### src/rtl/pipeline_trace_capture_pkg.sv
// Shared definitions for the pipeline trace capture unit: FSM encoding,
// default parameters, derived widths and entry field layout {ts, ch, value}.
package pipeline_trace_capture_pkg;

    typedef enum logic [1:0] {
        ST_IDLE  = 2'd0,
        ST_ARMED = 2'd1,
        ST_POST  = 2'd2,
        ST_DONE  = 2'd3
    } trace_state_e;

    localparam int unsigned DEF_NUM_CH   = 5;
    localparam int unsigned DEF_DATA_W   = 32;
    localparam int unsigned DEF_DEPTH    = 16;
    localparam int unsigned DEF_TS_W     = 16;
    localparam int unsigned DEF_POST_CNT = 8;

    function automatic int unsigned ch_width(input int unsigned num_ch);
        return (num_ch <= 1) ? 1 : $clog2(num_ch);
    endfunction

    function automatic int unsigned addr_width(input int unsigned depth);
        return (depth <= 2) ? 1 : $clog2(depth);
    endfunction

    function automatic int unsigned entry_width(input int unsigned ts_w,
                                                input int unsigned ch_w,
                                                input int unsigned data_w);
        return ts_w + ch_w + data_w;
    endfunction

    // Value occupies the low bits, channel id sits above it, timestamp on top.
    localparam int unsigned VALUE_LSB = 0;

    function automatic int unsigned ch_lsb(input int unsigned data_w);
        return data_w;
    endfunction

    function automatic int unsigned ts_lsb(input int unsigned data_w,
                                           input int unsigned ch_w);
        return data_w + ch_w;
    endfunction

endpackage

### src/rtl/pipeline_trace_capture_ring_buffer.sv
// Circular entry store for the trace unit: write-with-overwrite of the oldest
// entry when full, and pop of the oldest entry.
module trace_ring_buffer
    import pipeline_trace_capture_pkg::*;
#(
    parameter  int unsigned WIDTH = 64,
    parameter  int unsigned DEPTH = DEF_DEPTH,
    localparam int unsigned AW    = addr_width(DEPTH)
) (
    input  logic             clk,
    input  logic             reset,
    input  logic             clear,
    input  logic             wr_en,
    input  logic [WIDTH-1:0] wr_data,
    input  logic             rd_en,
    output logic [WIDTH-1:0] rd_data,
    output logic [AW:0]      count,
    output logic             full
);

    logic [WIDTH-1:0] mem [DEPTH];
    logic [AW-1:0]    wr_ptr;
    logic [AW-1:0]    rd_ptr;
    logic             pop;

    assign full    = (count == (AW+1)'(DEPTH));
    assign pop     = rd_en && (count != '0);
    assign rd_data = mem[rd_ptr];

    always_ff @(posedge clk) begin
        if (wr_en && !clear) begin
            mem[wr_ptr] <= wr_data;
        end
    end

    always_ff @(posedge clk or negedge reset) begin
        if (!reset) begin
            wr_ptr <= '0;
            rd_ptr <= '0;
            count  <= '0;
        end else if (clear) begin
            wr_ptr <= '0;
            rd_ptr <= '0;
            count  <= '0;
        end else begin
            unique case ({wr_en, pop})
                2'b10: begin
                    wr_ptr <= wr_ptr + 1'b1;
                    // When full the write lands on the oldest slot, so the
                    // read side must step past it to keep ordering intact.
                    if (full) begin
                        rd_ptr <= rd_ptr + 1'b1;
                    end else begin
                        count <= count + 1'b1;
                    end
                end
                2'b01: begin
                    rd_ptr <= rd_ptr + 1'b1;
                    count  <= count - 1'b1;
                end
                2'b11: begin
                    wr_ptr <= wr_ptr + 1'b1;
                    rd_ptr <= rd_ptr + 1'b1;
                end
                default: ;
            endcase
        end
    end

endmodule

### src/rtl/pipeline_trace_capture.sv
// Trace unit that records value changes on watched channels into a ring buffer,
// with arm/trigger/post-trigger control and a request/valid drain port.
module pipeline_trace_capture
    import pipeline_trace_capture_pkg::*;
#(
    parameter  int unsigned NUM_CH   = DEF_NUM_CH,
    parameter  int unsigned DATA_W   = DEF_DATA_W,
    parameter  int unsigned DEPTH    = DEF_DEPTH,
    parameter  int unsigned TS_W     = DEF_TS_W,
    parameter  int unsigned POST_CNT = DEF_POST_CNT,
    localparam int unsigned CH_W     = ch_width(NUM_CH),
    localparam int unsigned AW       = addr_width(DEPTH)
) (
    input  logic                     clk,
    input  logic                     reset,
    input  logic                     arm,
    input  logic                     trig,
    input  logic [NUM_CH*DATA_W-1:0] ch_data,
    input  logic [NUM_CH-1:0]        ch_en,
    input  logic                     rd_req,
    output logic                     rd_valid,
    output logic [TS_W-1:0]          rd_ts,
    output logic [CH_W-1:0]          rd_ch,
    output logic [DATA_W-1:0]        rd_value,
    output logic [AW:0]              count,
    output logic [1:0]               state,
    output logic                     overflow
);

    localparam int unsigned ENTRY_W = entry_width(TS_W, CH_W, DATA_W);
    localparam int unsigned CH_LSB  = ch_lsb(DATA_W);
    localparam int unsigned TS_LSB  = ts_lsb(DATA_W, CH_W);

    trace_state_e              state_q;
    logic [TS_W-1:0]           ts;
    logic [NUM_CH*DATA_W-1:0]  shadow;
    logic [NUM_CH-1:0]         grant;
    logic                      found;
    logic [CH_W-1:0]           sel;
    logic [DATA_W-1:0]         sel_value;
    logic [AW:0]               remaining;
    logic                      capturing;
    logic                      cap;
    logic                      rd_en;
    logic                      full;
    logic [ENTRY_W-1:0]        wr_entry;
    logic [ENTRY_W-1:0]        rd_entry;

    assign state = state_q;

    // Lowest-index pending channel wins; others stay pending for later cycles.
    always_comb begin
        grant     = '0;
        found     = 1'b0;
        sel       = '0;
        sel_value = '0;
        for (int unsigned i = 0; i < NUM_CH; i++) begin
            if (!found && ch_en[i] &&
                (ch_data[i*DATA_W +: DATA_W] != shadow[i*DATA_W +: DATA_W])) begin
                found     = 1'b1;
                grant[i]  = 1'b1;
                sel       = CH_W'(i);
                sel_value = ch_data[i*DATA_W +: DATA_W];
            end
        end
    end

    assign capturing = (state_q == ST_ARMED) || (state_q == ST_POST);
    assign cap       = capturing && found && !arm;
    assign rd_en     = (state_q == ST_DONE) && rd_req && !arm;

    always_comb begin
        wr_entry                           = '0;
        wr_entry[VALUE_LSB +: DATA_W]      = sel_value;
        wr_entry[CH_LSB +: CH_W]           = sel;
        wr_entry[TS_LSB +: TS_W]           = ts;
    end

    trace_ring_buffer #(
        .WIDTH (ENTRY_W),
        .DEPTH (DEPTH)
    ) u_ring (
        .clk     (clk),
        .reset   (reset),
        .clear   (arm),
        .wr_en   (cap),
        .wr_data (wr_entry),
        .rd_en   (rd_en),
        .rd_data (rd_entry),
        .count   (count),
        .full    (full)
    );

    always_ff @(posedge clk or negedge reset) begin
        if (!reset) begin
            state_q   <= ST_IDLE;
            ts        <= '0;
            shadow    <= '0;
            remaining <= '0;
            rd_valid  <= 1'b0;
            rd_ts     <= '0;
            rd_ch     <= '0;
            rd_value  <= '0;
            overflow  <= 1'b0;
        end else begin
            ts       <= ts + 1'b1;
            rd_valid <= 1'b0;

            if (cap) begin
                for (int unsigned i = 0; i < NUM_CH; i++) begin
                    if (grant[i]) begin
                        shadow[i*DATA_W +: DATA_W] <= ch_data[i*DATA_W +: DATA_W];
                    end
                end
                if (full) begin
                    overflow <= 1'b1;
                end
            end

            if (arm) begin
                state_q   <= ST_ARMED;
                shadow    <= ch_data;
                overflow  <= 1'b0;
                remaining <= '0;
            end else begin
                unique case (state_q)
                    ST_IDLE: ;
                    ST_ARMED: begin
                        if (trig) begin
                            if (POST_CNT == 0) begin
                                state_q <= ST_DONE;
                            end else begin
                                state_q   <= ST_POST;
                                remaining <= (AW+1)'(POST_CNT);
                            end
                        end
                    end
                    ST_POST: begin
                        if (cap) begin
                            remaining <= remaining - 1'b1;
                            if (remaining == (AW+1)'(1)) begin
                                state_q <= ST_DONE;
                            end
                        end
                    end
                    ST_DONE: begin
                        if (rd_req && (count != '0)) begin
                            rd_valid <= 1'b1;
                            rd_ts    <= rd_entry[TS_LSB +: TS_W];
                            rd_ch    <= rd_entry[CH_LSB +: CH_W];
                            rd_value <= rd_entry[VALUE_LSB +: DATA_W];
                        end
                    end
                    default: ;
                endcase
            end
        end
    end

endmodule

### config.mk
export PLATFORM = sky130hd
export DESIGN_NAME = pipeline_trace_capture
export DESIGN_NICKNAME = d
export VERILOG_FILES = /design/src/rtl/pipeline_trace_capture_pkg.sv /design/src/rtl/pipeline_trace_capture_ring_buffer.sv /design/src/rtl/pipeline_trace_capture.sv
export SDC_FILE = /design/constraint.sdc
export NUM_CORES = 1
export LEC_CHECK = 0
export ABC_CLOCK_PERIOD_IN_PS = 7500
export CAP_MARGIN = 20
export CORE_ASPECT_RATIO = 0.6
export CORE_MARGIN = 1.5
export CORE_UTILIZATION = 57
export DETAILED_ROUTE_END_ITERATION = 10
export PLACE_DENSITY = 0.8
export SYNTH_ARGS = -nofsm -noshare
export SYNTH_HDL_FRONTEND = slang
export SYNTH_SLANG_ARGS = --single-unit
### constraint.sdc
create_clock -name clk -period 7.5 [get_ports clk]
set_input_delay 1.5 -clock clk [delete_from_list [all_inputs] [get_ports clk]]
set_output_delay 1.5 -clock clk [all_outputs]
set_load 0.02 [all_outputs]
=== After elaboration in Yosys (flattened, before gate mapping) ===
Memory sizes are Yosys's and may differ from the RTL's. A register that Yosys moved wholly into a read port is not among the register bits.
Index checks and enable logic that the tools add are counted.

* Register bits after elaboration: 198
* Bits in writable memories: 816
* Input bits: 170
* Output and inout port bits: 60
* Logic and storage cells: 137
* Memories: 1

* Add/subtract/negate cells: 6
* Equality and inequality tests: 18
* Muxes and demuxes: 50
* Bitwise gates (word level): 1
* Reduce and logical (&&, ||, !) cells: 48

{| class="wikitable"
|+ Memories
! memory !! words !! width !! read ports !! clocked after Yosys merged registers in !! write ports !! RTL line !! source
|-
| u_ring.mem || 16 || 51 || 1 || 1 || 1 || pipeline_trace_capture_ring_buffer.sv:21 || <nowiki>logic [WIDTH-1:0] mem [DEPTH];</nowiki>
|}

{| class="wikitable"
|+ Operator list
! cell !! number
|-
| 2-to-1 mux 160 bit || 2
|-
| 2-to-1 mux 32 bit || 10
|-
| != test 32 bit || 5
|-
| 2-to-1 mux 5 bit || 5
|-
| case mux 5 bit (2 select lines) || 2
|-
| 2-to-1 mux 1 bit || 18
|-
| adder 16 x 1 -> 16 bit, second input constant || 1
|-
| logical AND 1 bit || 16
|-
| 2-to-1 mux 4 bit || 4
|-
| AND reduction 2 bit || 8
|-
| nonzero test 2 bit || 8
|-
| subtractor 5 x 1 -> 5 bit, second input constant || 2
|-
| 2-to-1 mux 3 bit || 3
|-
| != test 3 bit, second input constant || 3
|-
| nonzero test 3 bit || 3
|-
| adder 4 x 1 -> 4 bit, second input constant || 2
|-
| equality test 2 bit, second input constant || 4
|-
| 2-to-1 mux 2 bit || 4
|-
| case mux 4 bit (2 select lines) || 1
|-
| zero test 1 bit || 6
|-
| != test 3 x 2 -> 1 bit, second input constant || 2
|-
| AND reduction 3 bit || 2
|-
| adder 5 x 1 -> 5 bit, second input constant || 1
|-
| equality test 5 x 1 -> 1 bit, second input constant || 1
|-
| 8 further kinds || 10
|}

=== Depth between registers and ports, before layout ===
Gate-level depths: netlist (run 1).

* Depth after elaboration: 25
* Depth in mapped cells: 18

=== Hierarchy ===
Synthesis (run 1) repeated with hierarchy kept, for this count alone.

* Cell total of the unflattened synthesis: 2680
* Area total of the unflattened synthesis: 44153.6 um^2

{| class="wikitable"
|+ Modules (own cells, without submodules)
! module !! times used !! cells each !! area an instance (um^2)
|-
| trace_ring_buffer || 1 || 1591 || 32070.8
|-
| pipeline_trace_capture || 1 || 1089 || 12082.8
|}

=== Least setup slack after synthesis (run 1) ===
Ideal clock, no wire load.

* Path kind: input to register
* From: input ch_data[88]
* To: memory u_ring.mem[12][0] (netlist bit), enable pin
* Setup time: 0.460 ns
* Arrival: 5.210 ns
* Data required time: 7.040 ns
* Path slack: 1.830 ns
* Stages: 9
* Buffers on the path: 1
* Cell sequence: xnor2_1 > nand4_1 > nor4_1 > a21boi_0 > nor4_4 > a21oi_2 > buf_2 > nand4b_1 > nor2_1

* Cells in the longest elaborated chain, start to end: 16

{| class="wikitable"
|+ Ends and longest elaborated chain
! element !! RTL line !! source
|-
| start: declaration || pipeline_trace_capture.sv:18 || <nowiki>input logic [NUM_CH*DATA_W-1:0] ch_data,</nowiki>
|-
| != test 32 bit (*) || pipeline_trace_capture.sv:59 || <nowiki>(ch_data[i*DATA_W +: DATA_W] != shadow[i*DATA_W +: DATA_W])) begin</nowiki>
|-
| logical AND 1 bit (*) || pipeline_trace_capture.sv:58 || <nowiki>if (!found && ch_en[i] &&</nowiki>
|-
| 2-to-1 mux 1 bit (*) || pipeline_trace_capture.sv:58 ||
|-
| zero test 1 bit || pipeline_trace_capture.sv:58 ||
|-
| logical AND 1 bit (2 in a row) || pipeline_trace_capture.sv:58 ||
|-
| 2-to-1 mux 1 bit (*) || pipeline_trace_capture.sv:58 ||
|-
| zero test 1 bit || pipeline_trace_capture.sv:58 ||
|-
| logical AND 1 bit (2 in a row) || pipeline_trace_capture.sv:58 ||
|-
| 2-to-1 mux 1 bit (*) || pipeline_trace_capture.sv:58 ||
|-
| logical AND 1 bit (*) (2 in a row) || pipeline_trace_capture.sv:69 || <nowiki>assign cap = capturing && found && !arm;</nowiki>
|-
| logical AND 1 bit (*) || pipeline_trace_capture_ring_buffer.sv:31 || <nowiki>if (wr_en && !clear) begin</nowiki>
|-
| 2-to-1 mux 1 bit (*) || pipeline_trace_capture_ring_buffer.sv:31 ||
|-
| 2-to-1 mux 1 bit (not written as such) (*) || pipeline_trace_capture_ring_buffer.sv:32 || <nowiki>mem[wr_ptr] <= wr_data;</nowiki>
|-
| end: declaration || pipeline_trace_capture_ring_buffer.sv:21 ||
|}

Every way passes the cells marked *; elsewhere a longest branch is shown, timed or not.

=== Final worst setup path (run 1) ===
* From: input ch_data[31]
* To: register u_ring.count[4]

* Cells in the longest elaborated chain, start to end: 24
* Elaborated cells between the ends (all ways): 28
* Those cells by class: eq/ne (4); mux (7); reduce/logical (17)

{| class="wikitable"
|+ Ends and longest elaborated chain
! element !! RTL line !! source
|-
| != test 32 bit (*) || pipeline_trace_capture.sv:59 ||
|-
| logical AND 1 bit (*) || pipeline_trace_capture.sv:58 ||
|-
| 2-to-1 mux 1 bit (*) || pipeline_trace_capture.sv:58 ||
|-
| zero test 1 bit || pipeline_trace_capture.sv:58 ||
|-
| logical AND 1 bit (2 in a row) || pipeline_trace_capture.sv:58 ||
|-
| 2-to-1 mux 1 bit (*) || pipeline_trace_capture.sv:58 ||
|-
| zero test 1 bit || pipeline_trace_capture.sv:58 ||
|-
| logical AND 1 bit (2 in a row) || pipeline_trace_capture.sv:58 ||
|-
| (+4 left out) || n/a ||
|-
| 2-to-1 mux 1 bit (*) || pipeline_trace_capture.sv:58 ||
|-
| zero test 1 bit || pipeline_trace_capture.sv:58 ||
|-
| logical AND 1 bit (2 in a row) || pipeline_trace_capture.sv:58 ||
|-
| 2-to-1 mux 1 bit (*) || pipeline_trace_capture.sv:58 ||
|-
| logical AND 1 bit (*) (2 in a row) || pipeline_trace_capture.sv:69 ||
|-
| equality test 2 x 1 -> 1 bit / equality test 2 bit (equally long branches) || pipeline_trace_capture_ring_buffer.sv:46 || <nowiki>unique case ({wr_en, pop})</nowiki>
|-
| case mux 5 bit (2 select lines) (tied with other cells) || pipeline_trace_capture_ring_buffer.sv:46 ||
|-
| 2-to-1 mux 5 bit / AND reduction 2 bit (equally long branches) || n/a ||
|-
| end signal: assignment || pipeline_trace_capture_ring_buffer.sv:54 || <nowiki>count <= count + 1'b1;</nowiki>
|-
| end signal: assignment || pipeline_trace_capture_ring_buffer.sv:59 || <nowiki>count <= count - 1'b1;</nowiki>
|-
| end: declaration || pipeline_trace_capture_ring_buffer.sv:17 || <nowiki>output logic [AW:0] count,</nowiki>
|}

Marked as above.
A chain may end at the register's enable or synchronous reset.

==> results of run 1 <==
==> layout by cell type, fill, tap and decap left out, types with 14 or more instances in the layout <==
cell type                         Yosys  final
sky130_fd_sc_hd__edfxtp_1           816    816
sky130_fd_sc_hd__dfrtp_1            249    245
sky130_fd_sc_hd__clkdlybuf4s50_1      0    228
sky130_fd_sc_hd__mux2_2             214    214
sky130_fd_sc_hd__nand2_1            201    200
sky130_fd_sc_hd__mux2i_1            157    157
sky130_fd_sc_hd__o221ai_1           134    134
sky130_fd_sc_hd__xnor2_1            111    111
sky130_fd_sc_hd__o21ai_0            107    106
sky130_fd_sc_hd__mux4_2             102    102
sky130_fd_sc_hd__clkbuf_16            0     95
sky130_fd_sc_hd__buf_4                1     75
sky130_fd_sc_hd__xor2_1              69     69
sky130_fd_sc_hd__a21oi_1             59     59
sky130_fd_sc_hd__nor2_1              65     56
sky130_fd_sc_hd__inv_1               52     52
sky130_fd_sc_hd__a221oi_1            32     32
sky130_fd_sc_hd__nand4_1             29     29
sky130_fd_sc_hd__nor4_1              24     24
sky130_fd_sc_hd__buf_12               0     21
sky130_fd_sc_hd__clkbuf_1           103     19
sky130_fd_sc_hd__clkinv_2             0     15
sky130_fd_sc_hd__ha_1                14     14
==> registers in the layout (all words and copies together), names as in the netlist, 3 cells and up <==
name           flops
u_ring.rd_ptr      4
u_ring.wr_ptr      4
rd_ch              3
remaining          5
ts                16
rd_value          32
u_ring.count       5
shadow           160
rd_ts             16
u_ring.mem       816
==> worst min-delay path: cells and delay by family (launching register included) <==
kind,cells,cell delay (ps)
AOI/OAI and AO/OA,1,60
DFF,1,350
and+or+nand+nor,1,50
==> per-stage QoR <==
stage                     cells  utilization (%)  hold slack (ps)  total power (W)
final                      4022            67.46            483.4          0.01420
after global routing       4022            67.46            509.9          0.01464
after CTS                  4021            67.44            487.1          0.01424
after detailed placement   3846            63.21            473.7         0.009240
after global placement     3846            63.21            462.8         0.009165
after floorplan            2663                -            478.5         0.008256
==> worst paths after layout <==
kind | depth (start not counted) | from | end | slack, ps
min in group asynchronous | 1 | reset | shadow[93] | 790
hold reg to reg | 2 | rd_ts[11] | rd_ts[11] | 480
setup / recovery | 18 | ch_data[31] | u_ring.count[4] | 1750
setup reg to reg | 17 | shadow[31] | u_ring.count[4] | 2850
hold / removal | 2 | rd_ts[11] | rd_ts[11] | 480
max in group asynchronous | 2 | reset | rd_ts[13] | 5360
==> routing by layer <==
metal / track usage (%) / vias up
met2: 45.61 / 1500
met5: 0 / -
met4: 7.539 / 0
met1: 46.37 / 13370
met3: 7.974 / 209
li1: - / 10920
==> cells by family (layout without fill, tap and decap cells) <==
| group | count (synthesis) | in the layout | share of synthesized area [%] |
|---|---|---|---|
| mux | 478 | 478 | 14.45 |
| compound gates | 355 | 355 | 5.692 |
| fa+ha+maj | 15 | 15 | 0.4453 |
| simple gates | 376 | 376 | 3.911 |
| buf+inv | 194 | 553 | 1.778 |
| flops | 1065 | 1065 | 70.12 |
| xor+xnor | 180 | 180 | 3.597 |
==> cell type report <==
cell class                      instances  area, µm²
Tap cell                             1000       1251
Timing Repair Buffer                  326       3293
Clock buffer                          120       2531
Clock inverter                         55      673.1
Fill cell                            4894      24680
Inverter                               52      195.2
Multi-Input combinational cell       1404      12460
Sequential cell                      1065      30750
==> power groups by stage <==
stage | logic, W | registers, W | clock network (W)
after floorplan | 0.000956 | 0.00730 | 0
after global placement | 0.00201 | 0.00715 | 0
after detailed placement | 0.00206 | 0.00718 | 0
after CTS | 0.00207 | 0.00707 | 0.00510
after global routing | 0.00221 | 0.00711 | 0.00532
final | 0.00208 | 0.00707 | 0.00505
==> impl_summary.txt, run 1 <==
----------------------------------------------------
[Outcome]
  Outcome ... complete, no violations

[Routing]
  Detail Route met2 WL ... 53410 µm
  Top routing layer in use ... met4
  Average wire length per cell after detail routing ... 29.85 µm
  Detailed Routing Iterations Pass 1 ... 5
  Total via count after detailed routing ... 25.99k
  DRC Markers ... 0
  Antenna Violating Nets Remaining ... 0
  Total wire length after detailed routing ... 120100 µm
  M1 WL ... 51270 µm
  Iter 0 DRT Violations ... 3150
  Detailed-routed wire length on met3 ... 12890 µm
  DR vias/cell ... 6.462

[Clock tree]
  Largest buffer count on any clock path ... 3
  Source-to-sink clock delay at the later pin of the worst-skew pair ... 670 ps
  CTS buffer count ... 94
  CTS H-Tree Depth ... 3
  Clock Pin Slew Worst Setup and Hold Paths ... 70 ps
  Clock root buffer ... sky130_fd_sc_hd__clkbuf_16
  TritonCTS sink count ... 1065
  Buffers inserted during post-CTS setup optimization ... 0
  Number of gates given a new drive strength after cts ... 0
  Quantity of hold-fixing buffers added after cts ... 0
  TritonCTS clock tree ... done

[Setup path]
  Critical path type ... input port to flip-flop
  Required time of the critical path ... 8030 ps
  Buffering stage count on the worst path with inverters included ... 3
  Endpoint class of the critical path ... flip-flop
  Startpoint type of the worst setup path ... input port
  Critical path's top delay family ... simple AND/OR/NAND/NOR gates
  Slowest cell on crit path ... sky130_fd_sc_hd__nor4_1
  Data arrival time of the critical path ... 6270 ps
  Maximum fanout encountered on the critical timing path ... 37
  Max stage delay on crit path ... 640 ps
  Critical path cell sequence ... clkdlybuf4s50_1 > xor2_1 > nor4_1 > nand2_1 > o41a_1 > buf_4 > nor4_4 > a21oi_2 > nand2b_1 > inv_1 > ha_1 > nor2b_1 > o21ai_0 > nand2b_1 > nand3_1 > o21ai_0 > a31oi_1 > a31oi_1

[Floorplan]
  Row cnt ... 78
  Area of the core ... 75830 µm²
  Initial core utilization ... 57.80%
  Width of the die ... 361.0 µm
  I/O Pins ... 230
  Full die area ... 78620 µm²
  Chip Height ... 217.8 µm

[STA]
  Slack of the critical path ... 1754 ps
  Final Hold Fails ... 0
  Final min period ... 5746 ps
  Setup TNS after final layout ... 0 ps
  Final cycle utilization of the critical path ... 76.62%
  Unrepaired setup endpoints after global routing ... false
  Setup violators final ... 0
  Maximum operating frequency ... 174.0 MHz
  Max transition margin ... 26.16%
  Maximum clock skew at final layout ... 18.60 ps
  Least-Margin Pin Slew ... 1098 ps
  Slew Viols, Final ... 0

[Power and ir drop]
  Clock network power share ... 35.5%
  Pleak ... 16.97 nW
  Internal Dissipation ... 0.01060 W
  Power per cell area ... 277.7 nW/µm²
  Peak ir drop on the vdd network ... 0.2004 mV
  Net switching power ... 0.003605 W
  Combinational cell fraction of total power ... 14.7%
  Reg power frac ... 49.8%
  Switching part of the total power ... 25.38%

[Synth]
  Most frequent cell after synthesis ... sky130_fd_sc_hd__edfxtp_1
  Synthesis Warnings ... 0
  Sequential fraction of the synthesis area ... 70.12%
  Post-synthesis instance area ... 43830 µm²
  Count of state elements after synthesis ... 1065
  Number of enable flip-flop cells after synthesis ... 816
  Leading area contributor after synthesis ... sky130_fd_sc_hd__edfxtp_1
  Top cells by area, synth ... sky130_fd_sc_hd__edfxtp_1 56%, sky130_fd_sc_hd__dfrtp_1 14%, sky130_fd_sc_hd__mux2_2 5.5%
  Number of unique standard cell types used by synthesis ... 52
  Total nets after synthesis ... 2848
  Primary flip-flop cell chosen by synthesis mapping ... sky130_fd_sc_hd__edfxtp_1
  Mean instance size in the synthesized netlist ... 16.46 µm²
  Area share of the largest cell type after synthesis ... 55.91%
  Most numerous cell types in the synthesized netlist ... 816 x sky130_fd_sc_hd__edfxtp_1, 249 x sky130_fd_sc_hd__dfrtp_1, 214 x sky130_fd_sc_hd__mux2_2
  Number of instances in the synthesized netlist ... 2663
  Async S/R FF share, synth ... 23.38%

[Final layout]
  Post-layout net count ... 3128
  Diode count ... 0
  Layout cells sized above 1 ... 19.59%
  Area growth syn-to-layout ... 16.71%
  Post-route standard cell area excluding fillers ... 51150 µm²

[Global route]
  First-pass GRT wire length ... 175600 µm
  Maximum number of pins on one net before global-route repair ... 124
  Overall routing resource usage ... 30.92%
  Antenna violations before repair ... 4
  Number of global-route vias before repair ... 26.24k
  Overall overflow remaining after global route ... 0

[Placement]
  Total half-perimeter wirelength after legalization and detailed placement ... 74210 µm
  Number of buffers added on ports ... 229
  Placer congestion estimate ... 0.9744
  Pre-CTS setup slack ... 1455 ps
  Area after detailed placement ... 47940 µm²

[Flow run]
  Total of max-cap violations ... 0

[Min path]
  Worst hold-check path type ... flip-flop to flip-flop

----------------------------------------------------
Note: power is estimated with default switching activity, not from simulation.
==> inputs of run 2 (changes only) <==
--- a/config.mk
+++ b/config.mk
@@ -5,7 +5,7 @@
 export SDC_FILE = /design/constraint.sdc
 export NUM_CORES = 1
 export LEC_CHECK = 0
-export ABC_CLOCK_PERIOD_IN_PS = 7500
+export ABC_CLOCK_PERIOD_IN_PS = 6020
 export CAP_MARGIN = 20
 export CORE_ASPECT_RATIO = 0.6
 export CORE_MARGIN = 1.5
==> constraint.sdc (replaced) <==
create_clock -name clk -period 6.02 [get_ports clk]
set_input_delay 1.204 -clock clk [delete_from_list [all_inputs] [get_ports clk]]
set_output_delay 1.204 -clock clk [all_outputs]
set_load 0.02 [all_outputs]
==> run 2 against run 1 <==
Effect of this change:
- register-to-register slack worse by 1800 ps
- clock skew up 5.2 ps
- power increased by 25%
- global-route usage is 0.14 points higher
- critical path type unchanged
==> impl_summary.txt, run 2 (synthesis results as in run 1) <==
----------------------------------------------------
[Setup path]
  Maximum fanout encountered on the critical timing path ... 5 (-86%)
  Startpoint of the worst setup timing path ... ch_data[73]
  Buffering stage count on the worst path with inverters included ... 3 (unchanged)
  Max stage delay on crit path ... 1120 ps (+480 ps)
  Reg-to-Reg Start ... shadow[73]
  Critical path type ... input port to flip-flop
  Required time of the critical path ... 6620 ps (-1410 ps)
  Internal reg-to-reg setup slack ... 1050 ps (-1800 ps)
  Critical path cell sequence ... clkdlybuf4s50_1 > xnor2_1 > nand4_1 > nor4_1 > a21boi_0 > buf_4 > nor4_4 > a21oi_2 > nand2b_1 > inv_1 > ha_1 > nor2b_1 > o21ai_0 > nand2b_1 > nor4_1 > mux2i_1 > a31oi_1
  Slowest cell on crit path ... sky130_fd_sc_hd__nor4_1
  Data arrival time of the critical path ... 6500 ps (+230 ps)
  Critical path's top delay family ... simple AND/OR/NAND/NOR gates
  Startpoint type of the worst setup path ... input port
  Cell count along the critical path ... 17 (-1)
  Endpoint class of the critical path ... flip-flop
  Worst-case reg-to-reg path depth ... 16 (-1)

[Global route]
  Maximum number of pins on one net before global-route repair ... 119 (-4.0%)
  Number of global-route vias before repair ... 26.20k (-0.13%)
  Most congested layer reported by global routing ... met1
  First-pass GRT wire length ... 175400 µm (-0.11%)
  Overall overflow remaining after global route ... 0 (unchanged)
  Overall routing resource usage ... 31.06% (+0.14 points)
  Global-route met1 utilization ... 45.40% (-0.97 points)
  Met2 layer usage reported by global route ... 44.95% (-0.66 points)
  Met3 track demand over resource in global routing ... 10.51% (+2.5 points)
  Antenna violations before repair ... 5 (+1)

[STA]
  Least-Margin Pin Slew ... 1084 ps (-13.09 ps)
  Unrepaired setup endpoints after global routing ... false
  Final cycle utilization of the critical path ... 97.99%
  Hold Slack ... 476.0 ps (-7.343 ps)
  Setup TNS after final layout ... 0 ps (unchanged)
  Setup violators final ... 0 (unchanged)
  Max transition margin ... 27.04% (+0.88 points)
  Final min period ... 5899 ps
  Slew Viols, Final ... 0 (unchanged)
  Maximum operating frequency ... 169.5 MHz
  Final Hold Fails ... 0 (unchanged)
  Maximum clock skew at final layout ... 23.81 ps (+5.212 ps)

[Final layout]
  Top Registers ... u_ring.mem x816, shadow x160, rd_value x32
  Layout cells sized above 1 ... 20.43% (+0.84 points)
  Commonest non-fill, non-tap cell in the layout ... sky130_fd_sc_hd__edfxtp_1
  Post-layout net count ... 3147 (+0.61%)
  Largest reg by FF count ... u_ring.mem
  Post-layout utilization of the core ... 67.73% (+0.28 points)
  Area growth syn-to-layout ... 17.19%
  Max reg flops ... 816 (unchanged)
  Post-route standard cell area excluding fillers ... 51360 µm² (+0.41%)
  Top library cells by usage in the layout, fill and taps aside ... 816 x sky130_fd_sc_hd__edfxtp_1, 245 x sky130_fd_sc_hd__dfrtp_1, 228 x sky130_fd_sc_hd__clkdlybuf4s50_1

[Placement]
  Area after detailed placement ... 48130 µm² (+0.41%)
  Placer congestion estimate ... 1.070 (+9.8%)
  Total half-perimeter wirelength after legalization and detailed placement ... 74470 µm (+0.35%)
  Number of buffers added on ports ... 229 (unchanged)

[Routing]
  Total via count after detailed routing ... 26.13k (+0.53%)
  Detailed Routing Iterations Pass 1 ... 6 (+1)
  Antenna Violating Nets Remaining ... 0 (unchanged)
  DRC Markers ... 0 (unchanged)
  Average wire length per cell after detail routing ... 29.88 µm (+0.11%)
  Total wire length after detailed routing ... 120700 µm (+0.55%)
  DR vias/cell ... 6.468 (about the same)
  Iter 0 DRT Violations ... 3443 (+9.3%)

[Floorplan]
  Full die area ... 78620 µm² (unchanged)
  Row cnt ... 78 (unchanged)
  Chip Height ... 217.8 µm (unchanged)
  Initial core utilization ... 57.80% (unchanged)
  Width of the die ... 361.0 µm (unchanged)
  I/O Pins ... 230 (unchanged)
  Area of the core ... 75830 µm² (unchanged)

[Min path]
  Cell depth of the worst min-delay path ... 2 (unchanged)
  Worst hold-check path type ... flip-flop to flip-flop
  Startpoint of the tightest hold check path ... rd_value[12]

[Clock tree]
  Buffers inserted during post-CTS setup optimization ... 0 (unchanged)
  TritonCTS clock tree ... done
  Number of gates given a new drive strength after cts ... 0 (unchanged)
  CTS buffer count ... 91 (-3.2%)
  Clock root buffer ... sky130_fd_sc_hd__clkbuf_16
  Largest buffer count on any clock path ... 3 (unchanged)
  Clock Pin Slew Worst Setup and Hold Paths ... 60 ps (about the same)
  CTS H-Tree Depth ... 3 (unchanged)
  TritonCTS sink count ... 1065 (unchanged)
  Quantity of hold-fixing buffers added after cts ... 0 (unchanged)
  Source-to-sink clock delay at the later pin of the worst-skew pair ... 690 ps (+20 ps)

[Power and ir drop]
  Peak ir drop on the vdd network ... 0.2838 mV (+42%)
  Pleak ... 17.11 nW (+0.80%)
  Power per cell area ... 345.1 nW/µm² (+24%)

[Outcome]
  Outcome ... complete, no violations

[Flow run]
  Total of max-cap violations ... 0 (unchanged)

----------------------------------------------------
run 2: changes by cell type in the layout (fill, tap and decap cells not counted), moves of 3 or more:
cell and change:
sky130_fd_sc_hd__buf_4 +18, sky130_fd_sc_hd__inv_6 +3, sky130_fd_sc_hd__clkinv_1 -9, sky130_fd_sc_hd__clkbuf_16 -3
sky130_fd_sc_hd__buf_12 +3, sky130_fd_sc_hd__clkbuf_8 +10, sky130_fd_sc_hd__clkbuf_1 -3, sky130_fd_sc_hd__inv_16 -3
sky130_fd_sc_hd__clkinv_4 +3
run 2: report_power, final:
group	switching [W]	internal, W
Clock	0.00269	0.00359
Sequential	0.000294	0.00851
Combinational	0.00149	0.00115
run 2: cell type report:
type / count / area (µm²)
repair buffers: 348 / 3500
clock buffers: 124 / 2582
well taps: 1000 / 1251
multi-input cells: 1404 / 12460
diodes: 1 / 2.502
clock inverters: 46 / 623.1
flip-flops and latches: 1065 / 30750
fillers: 4889 / 24470
inverters: 52 / 195.2
run 2: stage by stage:
| stage | power [W] | std cells | setup WS (ps) |
|---|---|---|---|
| floorplan | 0.01029 | 2663 | 645.8 |
| global route | 0.01825 | 4039 | 5.541 |
| global placement | 0.01145 | 3865 | -51.60 |
| finish | 0.01772 | 4040 | 121.1 |
| CTS | 0.01777 | 4037 | 656.0 |
| detailed placement | 0.01154 | 3867 | -41.44 |
run 2: worst paths after layout:
| check | endpoint |
|---|---|
| setup / recovery | u_ring.count[4] |
| hold / removal | rd_value[12] |
| setup reg to reg | u_ring.count[4] |
| hold reg to reg | rd_value[12] |
| max in group asynchronous | shadow[120] |
| min in group asynchronous | shadow[86] |
run 2: routing by layer:
| metal | up-vias | wire (µm) |
|---|---|---|
| li1 | 10960 | - |
| met2 | 1511 | 52860 |
| met5 | - | 242 |
| met4 | 4 | 2659 |
| met3 | 232 | 14530 |
| met1 | 13430 | 50440 |
run 2: worst min-delay path: stages, from the launching register on:
cell and delay, ps:
sky130_fd_sc_hd__dfrtp_1 340, sky130_fd_sc_hd__nand2_1 40, sky130_fd_sc_hd__o21ai_0 60
